==> src/rtl/dmem_arbiter_if.sv <==
// rtl/dmem_arbiter_if.sv - requester and memory-side signal bundle for dmem_arbiter
interface dmem_arbiter_if #(
  parameter int AW = 8,
  parameter int DW = 8
);
  logic          req0, req1;
  logic          we0, we1;
  logic          lock0, lock1;
  logic [AW-1:0] addr0, addr1;
  logic [DW-1:0] wdata0, wdata1;
  logic          gnt0, gnt1;
  logic          rvalid0, rvalid1;
  logic [DW-1:0] rdata0, rdata1;
  logic [AW-1:0] mem_addr;
  logic          mem_read, mem_write;
  logic [DW-1:0] mem_wdata, mem_rdata;

  modport slave (
    input  req0, req1, we0, we1, lock0, lock1, addr0, addr1, wdata0, wdata1, mem_rdata,
    output gnt0, gnt1, rvalid0, rvalid1, rdata0, rdata1, mem_addr, mem_read, mem_write, mem_wdata
  );

  modport master (
    output req0, req1, we0, we1, lock0, lock1, addr0, addr1, wdata0, wdata1, mem_rdata,
    input  gnt0, gnt1, rvalid0, rvalid1, rdata0, rdata1, mem_addr, mem_read, mem_write, mem_wdata
  );
endinterface

==> src/rtl/dmem_arbiter.sv <==
// rtl/dmem_arbiter.sv - two-port arbiter/sequencer for the data memory (option macro: DMEM_ARB_FIXED_PRIO_EN)
module dmem_arbiter #(
  parameter int AW        = 8,
  parameter int DW        = 8,
  parameter int MAX_BURST = 4
) (
  input  logic          CLK,
  input  logic          reset,
  dmem_arbiter_if.slave bus
);

  typedef enum logic [1:0] {NONE = 2'd0, OWN0 = 2'd1, OWN1 = 2'd2} owner_e;
  localparam logic [3:0] BURST_MAX = 4'(MAX_BURST);

  owner_e        owner_q, owner_d;
  logic          last_q, last_d;
  logic [3:0]    cnt_q, cnt_d;
`ifdef DMEM_ARB_FIXED_PRIO_EN
  logic          prio1_q, prio1_d;
`endif
  logic          gnt0, gnt1, gnt_any, gnt_port, gnt_we, gnt_lock, own_lock;
  logic [3:0]    cnt_inc;
  logic [AW-1:0] gnt_addr;
  logic [DW-1:0] gnt_wdata;

  logic          mem_read_q, mem_write_q, acc_port_q;
  logic [AW-1:0] mem_addr_q;
  logic [DW-1:0] mem_wdata_q;
  logic          rvalid0_q, rvalid1_q;
  logic [DW-1:0] rdata0_q, rdata1_q;

  // Pick this cycle's winner and work out the next owner, tie pointer and burst count
  always_comb begin
    gnt0    = 1'b0;
    gnt1    = 1'b0;
    owner_d = owner_q;
    last_d  = last_q;
    cnt_d   = cnt_q;
    cnt_inc = 4'd0;
`ifdef DMEM_ARB_FIXED_PRIO_EN
    // The post-release favour for port 1 lasts for one unowned cycle only
    prio1_d = (owner_q == NONE) ? 1'b0 : prio1_q;
`endif
    if (reset) begin
      case (owner_q)
        OWN0: begin
          gnt0 = bus.req0;
          gnt1 = !bus.req0 && bus.req1;
        end
        OWN1: begin
          gnt1 = bus.req1;
          gnt0 = !bus.req1 && bus.req0;
        end
        default: begin
          if (bus.req0 && bus.req1) begin
`ifdef DMEM_ARB_FIXED_PRIO_EN
            gnt1 = prio1_q;
`else
            gnt1 = !last_q;
`endif
            gnt0 = !gnt1;
          end else begin
            gnt0 = bus.req0;
            gnt1 = bus.req1;
          end
        end
      endcase
    end

    gnt_any   = gnt0 | gnt1;
    gnt_port  = gnt1;
    gnt_we    = gnt1 ? bus.we1    : bus.we0;
    gnt_lock  = gnt1 ? bus.lock1  : bus.lock0;
    gnt_addr  = gnt1 ? bus.addr1  : bus.addr0;
    gnt_wdata = gnt1 ? bus.wdata1 : bus.wdata0;
    own_lock  = (owner_q == OWN1) ? bus.lock1 : bus.lock0;

    if (gnt_any) last_d = gnt_port;

    if (owner_q != NONE && !own_lock) begin
      owner_d = NONE;
      cnt_d   = 4'd0;
    end else if (gnt_any && gnt_lock && (owner_q == NONE || ((owner_q == OWN1) == gnt_port))) begin
      cnt_inc = (owner_q == NONE) ? 4'd1 : cnt_q + 4'd1;
      if (cnt_inc >= BURST_MAX) begin
        // Forced release: pointing last at the holder hands the next tie to the other port
        owner_d = NONE;
        cnt_d   = 4'd0;
        last_d  = gnt_port;
`ifdef DMEM_ARB_FIXED_PRIO_EN
        if (!gnt_port) prio1_d = 1'b1;
`endif
      end else begin
        owner_d = gnt_port ? OWN1 : OWN0;
        cnt_d   = cnt_inc;
      end
    end
  end

  // Owner FSM state, tie pointer and burst counter
  always_ff @(posedge CLK or negedge reset) begin
    if (!reset) begin
      owner_q <= NONE;
      last_q  <= 1'b1;
      cnt_q   <= 4'd0;
`ifdef DMEM_ARB_FIXED_PRIO_EN
      prio1_q <= 1'b0;
`endif
    end else begin
      owner_q <= owner_d;
      last_q  <= last_d;
      cnt_q   <= cnt_d;
`ifdef DMEM_ARB_FIXED_PRIO_EN
      prio1_q <= prio1_d;
`endif
    end
  end

  // Capture the granted request and present it to the memory in the following cycle
  always_ff @(posedge CLK or negedge reset) begin
    if (!reset) begin
      mem_read_q  <= 1'b0;
      mem_write_q <= 1'b0;
      acc_port_q  <= 1'b0;
      mem_addr_q  <= '0;
      mem_wdata_q <= '0;
    end else begin
      mem_read_q  <= gnt_any && !gnt_we;
      mem_write_q <= gnt_any && gnt_we;
      if (gnt_any) begin
        acc_port_q  <= gnt_port;
        mem_addr_q  <= gnt_addr;
        mem_wdata_q <= gnt_wdata;
      end
    end
  end

  // Register memory read data at the end of the access cycle and pulse rvalid for its port
  always_ff @(posedge CLK or negedge reset) begin
    if (!reset) begin
      rvalid0_q <= 1'b0;
      rvalid1_q <= 1'b0;
      rdata0_q  <= '0;
      rdata1_q  <= '0;
    end else begin
      rvalid0_q <= mem_read_q && !acc_port_q;
      rvalid1_q <= mem_read_q && acc_port_q;
      if (mem_read_q && !acc_port_q) rdata0_q <= bus.mem_rdata;
      if (mem_read_q && acc_port_q)  rdata1_q <= bus.mem_rdata;
    end
  end

  assign bus.gnt0      = gnt0;
  assign bus.gnt1      = gnt1;
  assign bus.mem_addr  = mem_addr_q;
  assign bus.mem_read  = mem_read_q;
  assign bus.mem_write = mem_write_q;
  assign bus.mem_wdata = mem_wdata_q;
  assign bus.rvalid0   = rvalid0_q;
  assign bus.rvalid1   = rvalid1_q;
  assign bus.rdata0    = rdata0_q;
  assign bus.rdata1    = rdata1_q;

endmodule

==> src/flat_wrapper.sv <==
// flat-port wrapper written by rule: the top's interface ports become plain ports
module dmem_arbiter_flat 
#(
  parameter int AW        = 8,
  parameter int DW        = 8,
  parameter int MAX_BURST = 4
)
  (CLK, reset, bus_req0, bus_req1, bus_we0, bus_we1, bus_lock0, bus_lock1, bus_addr0, bus_addr1, bus_wdata0, bus_wdata1, bus_mem_rdata, bus_gnt0, bus_gnt1, bus_rvalid0, bus_rvalid1, bus_rdata0, bus_rdata1, bus_mem_addr, bus_mem_read, bus_mem_write, bus_mem_wdata);
  dmem_arbiter_if #(.AW(AW), .DW(DW)) bus_i ();
  input  logic CLK;
  input  logic reset;
  input wire logic [$bits(bus_i.req0)-1:0] bus_req0;
  input wire logic [$bits(bus_i.req1)-1:0] bus_req1;
  input wire logic [$bits(bus_i.we0)-1:0] bus_we0;
  input wire logic [$bits(bus_i.we1)-1:0] bus_we1;
  input wire logic [$bits(bus_i.lock0)-1:0] bus_lock0;
  input wire logic [$bits(bus_i.lock1)-1:0] bus_lock1;
  input wire logic [$bits(bus_i.addr0)-1:0] bus_addr0;
  input wire logic [$bits(bus_i.addr1)-1:0] bus_addr1;
  input wire logic [$bits(bus_i.wdata0)-1:0] bus_wdata0;
  input wire logic [$bits(bus_i.wdata1)-1:0] bus_wdata1;
  input wire logic [$bits(bus_i.mem_rdata)-1:0] bus_mem_rdata;
  output wire logic [$bits(bus_i.gnt0)-1:0] bus_gnt0;
  output wire logic [$bits(bus_i.gnt1)-1:0] bus_gnt1;
  output wire logic [$bits(bus_i.rvalid0)-1:0] bus_rvalid0;
  output wire logic [$bits(bus_i.rvalid1)-1:0] bus_rvalid1;
  output wire logic [$bits(bus_i.rdata0)-1:0] bus_rdata0;
  output wire logic [$bits(bus_i.rdata1)-1:0] bus_rdata1;
  output wire logic [$bits(bus_i.mem_addr)-1:0] bus_mem_addr;
  output wire logic [$bits(bus_i.mem_read)-1:0] bus_mem_read;
  output wire logic [$bits(bus_i.mem_write)-1:0] bus_mem_write;
  output wire logic [$bits(bus_i.mem_wdata)-1:0] bus_mem_wdata;
  assign bus_i.req0 = bus_req0;
  assign bus_i.req1 = bus_req1;
  assign bus_i.we0 = bus_we0;
  assign bus_i.we1 = bus_we1;
  assign bus_i.lock0 = bus_lock0;
  assign bus_i.lock1 = bus_lock1;
  assign bus_i.addr0 = bus_addr0;
  assign bus_i.addr1 = bus_addr1;
  assign bus_i.wdata0 = bus_wdata0;
  assign bus_i.wdata1 = bus_wdata1;
  assign bus_i.mem_rdata = bus_mem_rdata;
  assign bus_gnt0 = bus_i.gnt0;
  assign bus_gnt1 = bus_i.gnt1;
  assign bus_rvalid0 = bus_i.rvalid0;
  assign bus_rvalid1 = bus_i.rvalid1;
  assign bus_rdata0 = bus_i.rdata0;
  assign bus_rdata1 = bus_i.rdata1;
  assign bus_mem_addr = bus_i.mem_addr;
  assign bus_mem_read = bus_i.mem_read;
  assign bus_mem_write = bus_i.mem_write;
  assign bus_mem_wdata = bus_i.mem_wdata;
  dmem_arbiter #(.AW(AW), .DW(DW), .MAX_BURST(MAX_BURST)) u_core (.CLK(CLK), .reset(reset), .bus(bus_i));
endmodule
==> config.mk <==
export PLATFORM = sky130hd
export DESIGN_NAME = dmem_arbiter_flat
export DESIGN_NICKNAME = d
export VERILOG_FILES = /design/src/rtl/dmem_arbiter_if.sv /design/src/rtl/dmem_arbiter.sv /design/src/flat_wrapper.sv
export SDC_FILE = /design/constraint.sdc
export NUM_CORES = 1
export LEC_CHECK = 0
export ABC_AREA = 1
export CORE_MARGIN = 3
export CORE_UTILIZATION = 40
export DETAILED_ROUTE_END_ITERATION = 10
export PLACE_DENSITY = 0.76
export SYNTH_ARGS = -nofsm -noshare
export SYNTH_HDL_FRONTEND = slang
export SYNTH_SLANG_ARGS = --single-unit
==> constraint.sdc <==
create_clock -name CLK -period 2.77 [get_ports CLK]
set_input_delay 0.554 -clock CLK [delete_from_list [all_inputs] [get_ports CLK]]
set_output_delay 0.554 -clock CLK [all_outputs]
set_load 0.02 [all_outputs]
==> run metrics, run 1 <==
top-level I/O count 86; share of cells above drive strength 1 0.0881; leading cell types in the layout, fill and taps excluded 84 x clkdlybuf4s50_1, 59 x nand2_1, 43 x dfrtp_1; status complete, no violations; R2R Path End u_core.cnt_q[2]; TritonCTS clock tree built; largest net degree at the start of global routing 45; worst hold path class primary input to asynchronous set/reset pin; CTS resizes 0; Total Wirelength 4.99 mm; # clock sinks 44; final setup skew 0.00462 ns; Port Buffer Count 85; Pins Over Slew Limit 0; P_leak 1.44 nW; R2R Setup Slk 0.75 ns; latest clock arrival within the worst-skew pair 0.29 ns; gpl congestion 0.785; RSZ-0062 raised after global routing no; final setup margin 0.0926 ns; worst r2r src u_core.owner_q[0]; Pwr Density 1060 mW/mm^2; Inserted Clock Buffers 5; Yosys top cell by area dfrtp_1; Worst EP required 2.22 ns; grt total ovfl 0; crit-path max FO 5; FF-to-FF path depth 11; cells along the critical path clkdlybuf4s50_1 -> nand3_1 -> nand3_1 -> nand3_4 -> inv_1 -> clkdlybuf4s50_1; NumNets Final 380; die area 0.00608 sq mm; 1st-iter DRT viols 65; cell area after synthesis 0.00207 sq mm; htree depth 2; DP HPWL 3.60 mm; WL/cell 12.6 um; Net Count, Synth 291; core area 0.00485 sq mm; commonest non-fill, non-tap cell in the layout clkdlybuf4s50_1; antenna violations before repair 0; Final period util 0.967; top cells by area, synth dfrtp_1 52%, nand2_1 11%, o21ai_0 5.8%; Synth cell types 25; flops & latches, synth 44; setup TNS 0 ns; post-layout min period 2.68 ns; clock tree buffer depth 2; endpoint class of the critical path output port; Yosys top cell area share 0.519; vias post-DR 1,836; max incr delay on CP 0.61 ns; maximum vdd drop 0.000585 V; Post-CTS Setup Inserts 0; Cells after Synth 239; Mean Syn Cell Area 8.67 sq um; iteration count of the initial detailed-routing pass 4; yosys warns 0; CP Launch Type primary input; Post-CTS Hold Fix Bufs 0; post-route ant nets 0; number of global-route vias before repair 1,754; area grow syn2layout 48.3%; first-pass GRT wire length 8.29 mm; Total GRT Usage 0.171; Die Ht 78.0 um; crit path kind primary input to output port; Fin. Hold Viols 0; CTS Root Cell clkbuf_8; final setup fails 0; Slowest-stage cell, CP clkdlybuf4s50_1; pre-CTS setup slack 0.107 ns; Fmax achieved 373 MHz; Clock Pin Slew Worst Setup and Hold Paths 0.08 ns; Critical Path AT 2.12 ns; worst slew pin tran 0.563 ns; chip width 78.0 um; Slew HR 0.625; Via density 4.64; Seq/Total Area, Yosys 0.532; # rows 25; DRC violations left 0; Initial Util 0.427; Ant. Diodes 0; max_cap viols 0
[synthesized netlist by cell type (all sizes together)]
cell / n
nand2: 69
dfrtp: 43
o21ai: 31
inv: 28
nor2: 21
nand3: 12
a31oi: 10
a21oi: 6
buf: 6
ha: 4
nand4: 4
clkbuf: 2
and2: 1
dfstp: 1
xor2: 1
[sequential cells by signal, indices dropped and copies added (netlist names)]
register,cells
u_core.acc_port_q,1
u_core.bus.mem_addr,8
u_core.bus.mem_read,1
u_core.bus.mem_wdata,8
u_core.bus.mem_write,1
u_core.bus.rdata0,8
u_core.bus.rdata1,8
u_core.bus.rvalid0,1
u_core.bus.rvalid1,1
u_core.cnt_q,4
u_core.last_q,1
u_core.owner_q,2
[power breakdown]
part / internal, mW / leakage (nW) / switching [mW] / total (mW)
Combinational: 0.749 / 0.856 / 0.924 / 1.67
Clock: 0.267 / 0.0541 / 0.220 / 0.487
Sequential: 0.940 / 0.535 / 0.156 / 1.10
Total: 1.96 / 1.44 / 1.30 / 3.26
[routing by layer]
layer,vias up,track usage,wire [um]
li1,943,-,-
met1,819,0.219,2210
met2,67,0.274,2320
met3,7,0.0626,396
met4,0,0.0472,60
met5,-,0,0
[how the worst max path moves through the flow]
| stage | startpoint | to | slack (ns) | cells past startpoint |
|---|---|---|---|---|
| floorplan | u_core.owner_q[0] | bus_gnt1 | 0.93 | 8 |
| global placement | bus_req0 | bus_gnt0 | 0.13 | 6 |
| detailed placement | bus_req0 | bus_gnt0 | 0.11 | 6 |
| CTS | bus_req0 | bus_gnt0 | 0.11 | 6 |
| global route | bus_req0 | bus_gnt0 | 0.02 | 6 |
| finish | bus_req0 | bus_gnt0 | 0.09 | 6 |
[kinds of logic (layout without fill, tap and decap cells)]
logic type,Yosys count,after routing,synth area share
flip-flops,44,44,0.532
XOR/XNOR,1,1,0.00423
AO/OA/AOI/OAI,47,47,0.121
adder cells (fa/ha/maj),4,4,0.0242
buffers and inverters,36,126,0.0882
AND/OR/NAND/NOR,107,107,0.230
[worst max-delay path: cells and delay by family]
family | cells | cell delay, ns
buffers and inverters | 3 | 1.24
and+or+nand+nor | 3 | 0.34
[through the flow]
| step | total power [mW] | std cells | utilization | hold slack (ns) | instance area, sq um |
|---|---|---|---|---|---|
| 2_1_floorplan | 2.06 | 239 | - | 0.258 | 2070 |
| 3_3_place_gp | 2.76 | 388 | 0.611 | 0.457 | 2960 |
| 3_5_place_dp | 2.79 | 388 | 0.611 | 0.458 | 2960 |
| 4_1_cts | 3.29 | 396 | 0.634 | 0.412 | 3070 |
| 5_1_grt | 3.49 | 396 | 0.634 | 0.441 | 3070 |
| 6_report | 3.26 | 396 | 0.634 | 0.395 | 3070 |
[area by class of cell]
class / instances / area [sq um]
clock buffers: 5 / 68.8
inverters: 28 / 105
fillers: 441 / 1780
multi-input cells: 159 / 787
repair buffers: 90 / 883
well taps: 67 / 83.8
clock inverters: 3 / 42.5
flip-flops and latches: 44 / 1100
(Power assumes the default switching activity.)
==> run 2, diff against run 1 <==
- RECOVER_POWER: unset -> 25
==> run 2 against run 1 <==
Net effect: first-iteration DRC count unchanged; via count unchanged; combinational power about the same; sequential power about the same; register-to-register slack about the same; critical endpoint unchanged.
==> run metrics, run 2 (same netlist as run 1, synthesis figures left out) <==
maximum vdd drop 0.000585 V (about the same); WL/cell 12.6 um (about the same); # rows 25 (unchanged); pre-CTS setup slack 0.107 ns (unchanged); core area 0.00485 sq mm (unchanged); largest net degree at the start of global routing 45 (unchanged); Top delay family on crit path buffers and inverters; Critical Path AT 2.12 ns (about the same); Clock Pin Slew Worst Setup and Hold Paths 0.08 ns (about the same); grt total ovfl 0 (unchanged); Total Wirelength 4.99 mm (about the same); first-pass GRT wire length 8.29 mm (unchanged); Fmax achieved 373 MHz (about the same); Ant. Diodes 0 (unchanged); Pins Over Slew Limit 0 (unchanged); cells along the critical path clkdlybuf4s50_1 -> nand3_1 -> nand3_1 -> nand3_4 -> inv_1 -> clkdlybuf4s50_1; filler instances 443 (+0.45%); antenna violations before repair 0 (unchanged); Slowest-stage cell, CP clkdlybuf4s50_1; Via density 4.64 (unchanged); Reg area 0.00110 sq mm (unchanged); number of global-route vias before repair 1,754 (unchanged); CTS Root Cell clkbuf_8; endpoint class of the critical path output port; CP Buf/Inv Count 3 (unchanged); share of cells above drive strength 1 0.0851 (-0.00304); CP Launch Type primary input; Initial Util 0.427 (unchanged); max_cap viols 0 (unchanged); top-level I/O count 86 (unchanged); DP HPWL 3.60 mm (unchanged); post-route ant nets 0 (unchanged); vias post-DR 1,836 (unchanged); DRC violations left 0 (unchanged); worst slew pin tran 1.09 ns (+0.529 ns); latest clock arrival within the worst-skew pair 0.29 ns (about the same); CTS resizes 0 (unchanged); Finished Cell Area 0.00307 sq mm (-0.12%); setup TNS 0 ns (unchanged); post-layout min period 2.68 ns (+0.00104 ns); iteration count of the initial detailed-routing pass 4 (unchanged); multi-input logic area 787 sq um (unchanged); DP Area 0.00296 sq mm (unchanged); P_leak 1.44 nW (-0.24%); max incr delay on CP 0.61 ns (about the same); status complete, no violations; Port Buffer Count 85 (unchanged); die area 0.00608 sq mm (unchanged); crit path kind primary input to output port; Pwr Density 1060 mW/mm^2 (+0.10%); Post-CTS Hold Fix Bufs 0 (unchanged); 1st-iter DRT viols 65 (unchanged); # clock sinks 44 (unchanged); Tot Pwr 3.26 mW (about the same); clock tree buffer depth 2 (unchanged); area grow syn2layout 48.1%; Final period util 0.967 (about the same); NumNets Final 380 (unchanged); crit-path max FO 5 (unchanged); Fin. Hold Viols 0 (unchanged); commonest non-fill, non-tap cell in the layout clkdlybuf4s50_1; Post-CTS Setup Inserts 0 (unchanged); final setup fails 0 (unchanged); htree depth 2 (unchanged); chip width 78.0 um (unchanged); worst hold path class flip-flop to flip-flop; Inserted Clock Buffers 5 (unchanged); Slew HR 0.272 (-0.352); final setup skew 0.00462 ns (unchanged); Die Ht 78.0 um (unchanged); TritonCTS clock tree built; gpl congestion 0.785 (unchanged); RSZ-0062 raised after global routing no; final setup margin 0.0916 ns (-0.00104 ns); Total GRT Usage 0.171 (unchanged); leading cell types in the layout, fill and taps excluded 84 x clkdlybuf4s50_1, 59 x nand2_1, 43 x dfrtp_1; Worst EP required 2.22 ns (about the same)
==> run 2: cell count changes in the layout (fill, tap and decap cells not counted) <==
cell | previous run | this run
buf_2 | 1 | 0
clkbuf_1 | 0 | 1
clkbuf_2 | 0 | 1
buf_4 | 5 | 4
==> run 2: where the power goes <==
part	switching [mW]	internal (mW)	total, mW
registers	0.156	0.940	1.10
clock network	0.220	0.267	0.487
logic	0.924	0.748	1.67
total	1.30	1.95	3.26
==> run 2: final cells by class <==
class                   instances  share of cell area
well taps                      67              0.0273
clock inverters                 3              0.0139
flip-flops and latches         44               0.359
repair buffers                 90               0.287
inverters                      28              0.0342
clock buffers                   5              0.0224
multi-input cells             159               0.256
==> run 2: worst reg2reg max path, cell delays in order, from the launching register on <==
cell     delay, ns
dfrtp_1       0.38
inv_1         0.07
ha_1          0.30
inv_1         0.06
nand2_1       0.09
nand2_2       0.09
nand2_4       0.07
buf_4         0.28
nand2_4       0.22
nand2_1       0.21
nand2_1       0.09
nor2_1        0.09
==> run 2: through the flow <==
| stage | hold WS, ns | utilization | std cells |
|---|---|---|---|
| 2_1_floorplan | 0.258 | - | 239 |
| 3_3_place_gp | 0.457 | 0.611 | 388 |
| 3_5_place_dp | 0.458 | 0.611 | 388 |
| 4_1_cts | 0.412 | 0.634 | 396 |
| 5_1_grt | 0.494 | 0.633 | 396 |
| 6_report | 0.473 | 0.633 | 396 |
==> run 2: final timing paths <==
kind / endpoint / from / cells after the start / slack [ns]
hold reg to reg: u_core.last_q / u_core.last_q / 2 / 0.47
max in group asynchronous: u_core.bus.mem_wdata[0] / reset / 2 / 1.42
setup reg to reg: u_core.cnt_q[2] / u_core.owner_q[0] / 11 / 0.75
hold / removal: u_core.last_q / u_core.last_q / 2 / 0.47
min in group asynchronous: u_core.owner_q[0] / reset / 2 / 0.69
setup / recovery: bus_gnt0 / bus_req0 / 6 / 0.09
==> run 2: per-layer routing <==
metal | vias up | part of all wire | GRT usage
met5 | - | 0 | 0
met4 | 0 | 0.012 | 0.0472
met3 | 7 | 0.079 | 0.0626
met2 | 67 | 0.46 | 0.274
met1 | 819 | 0.44 | 0.219
li1 | 943 | - | -
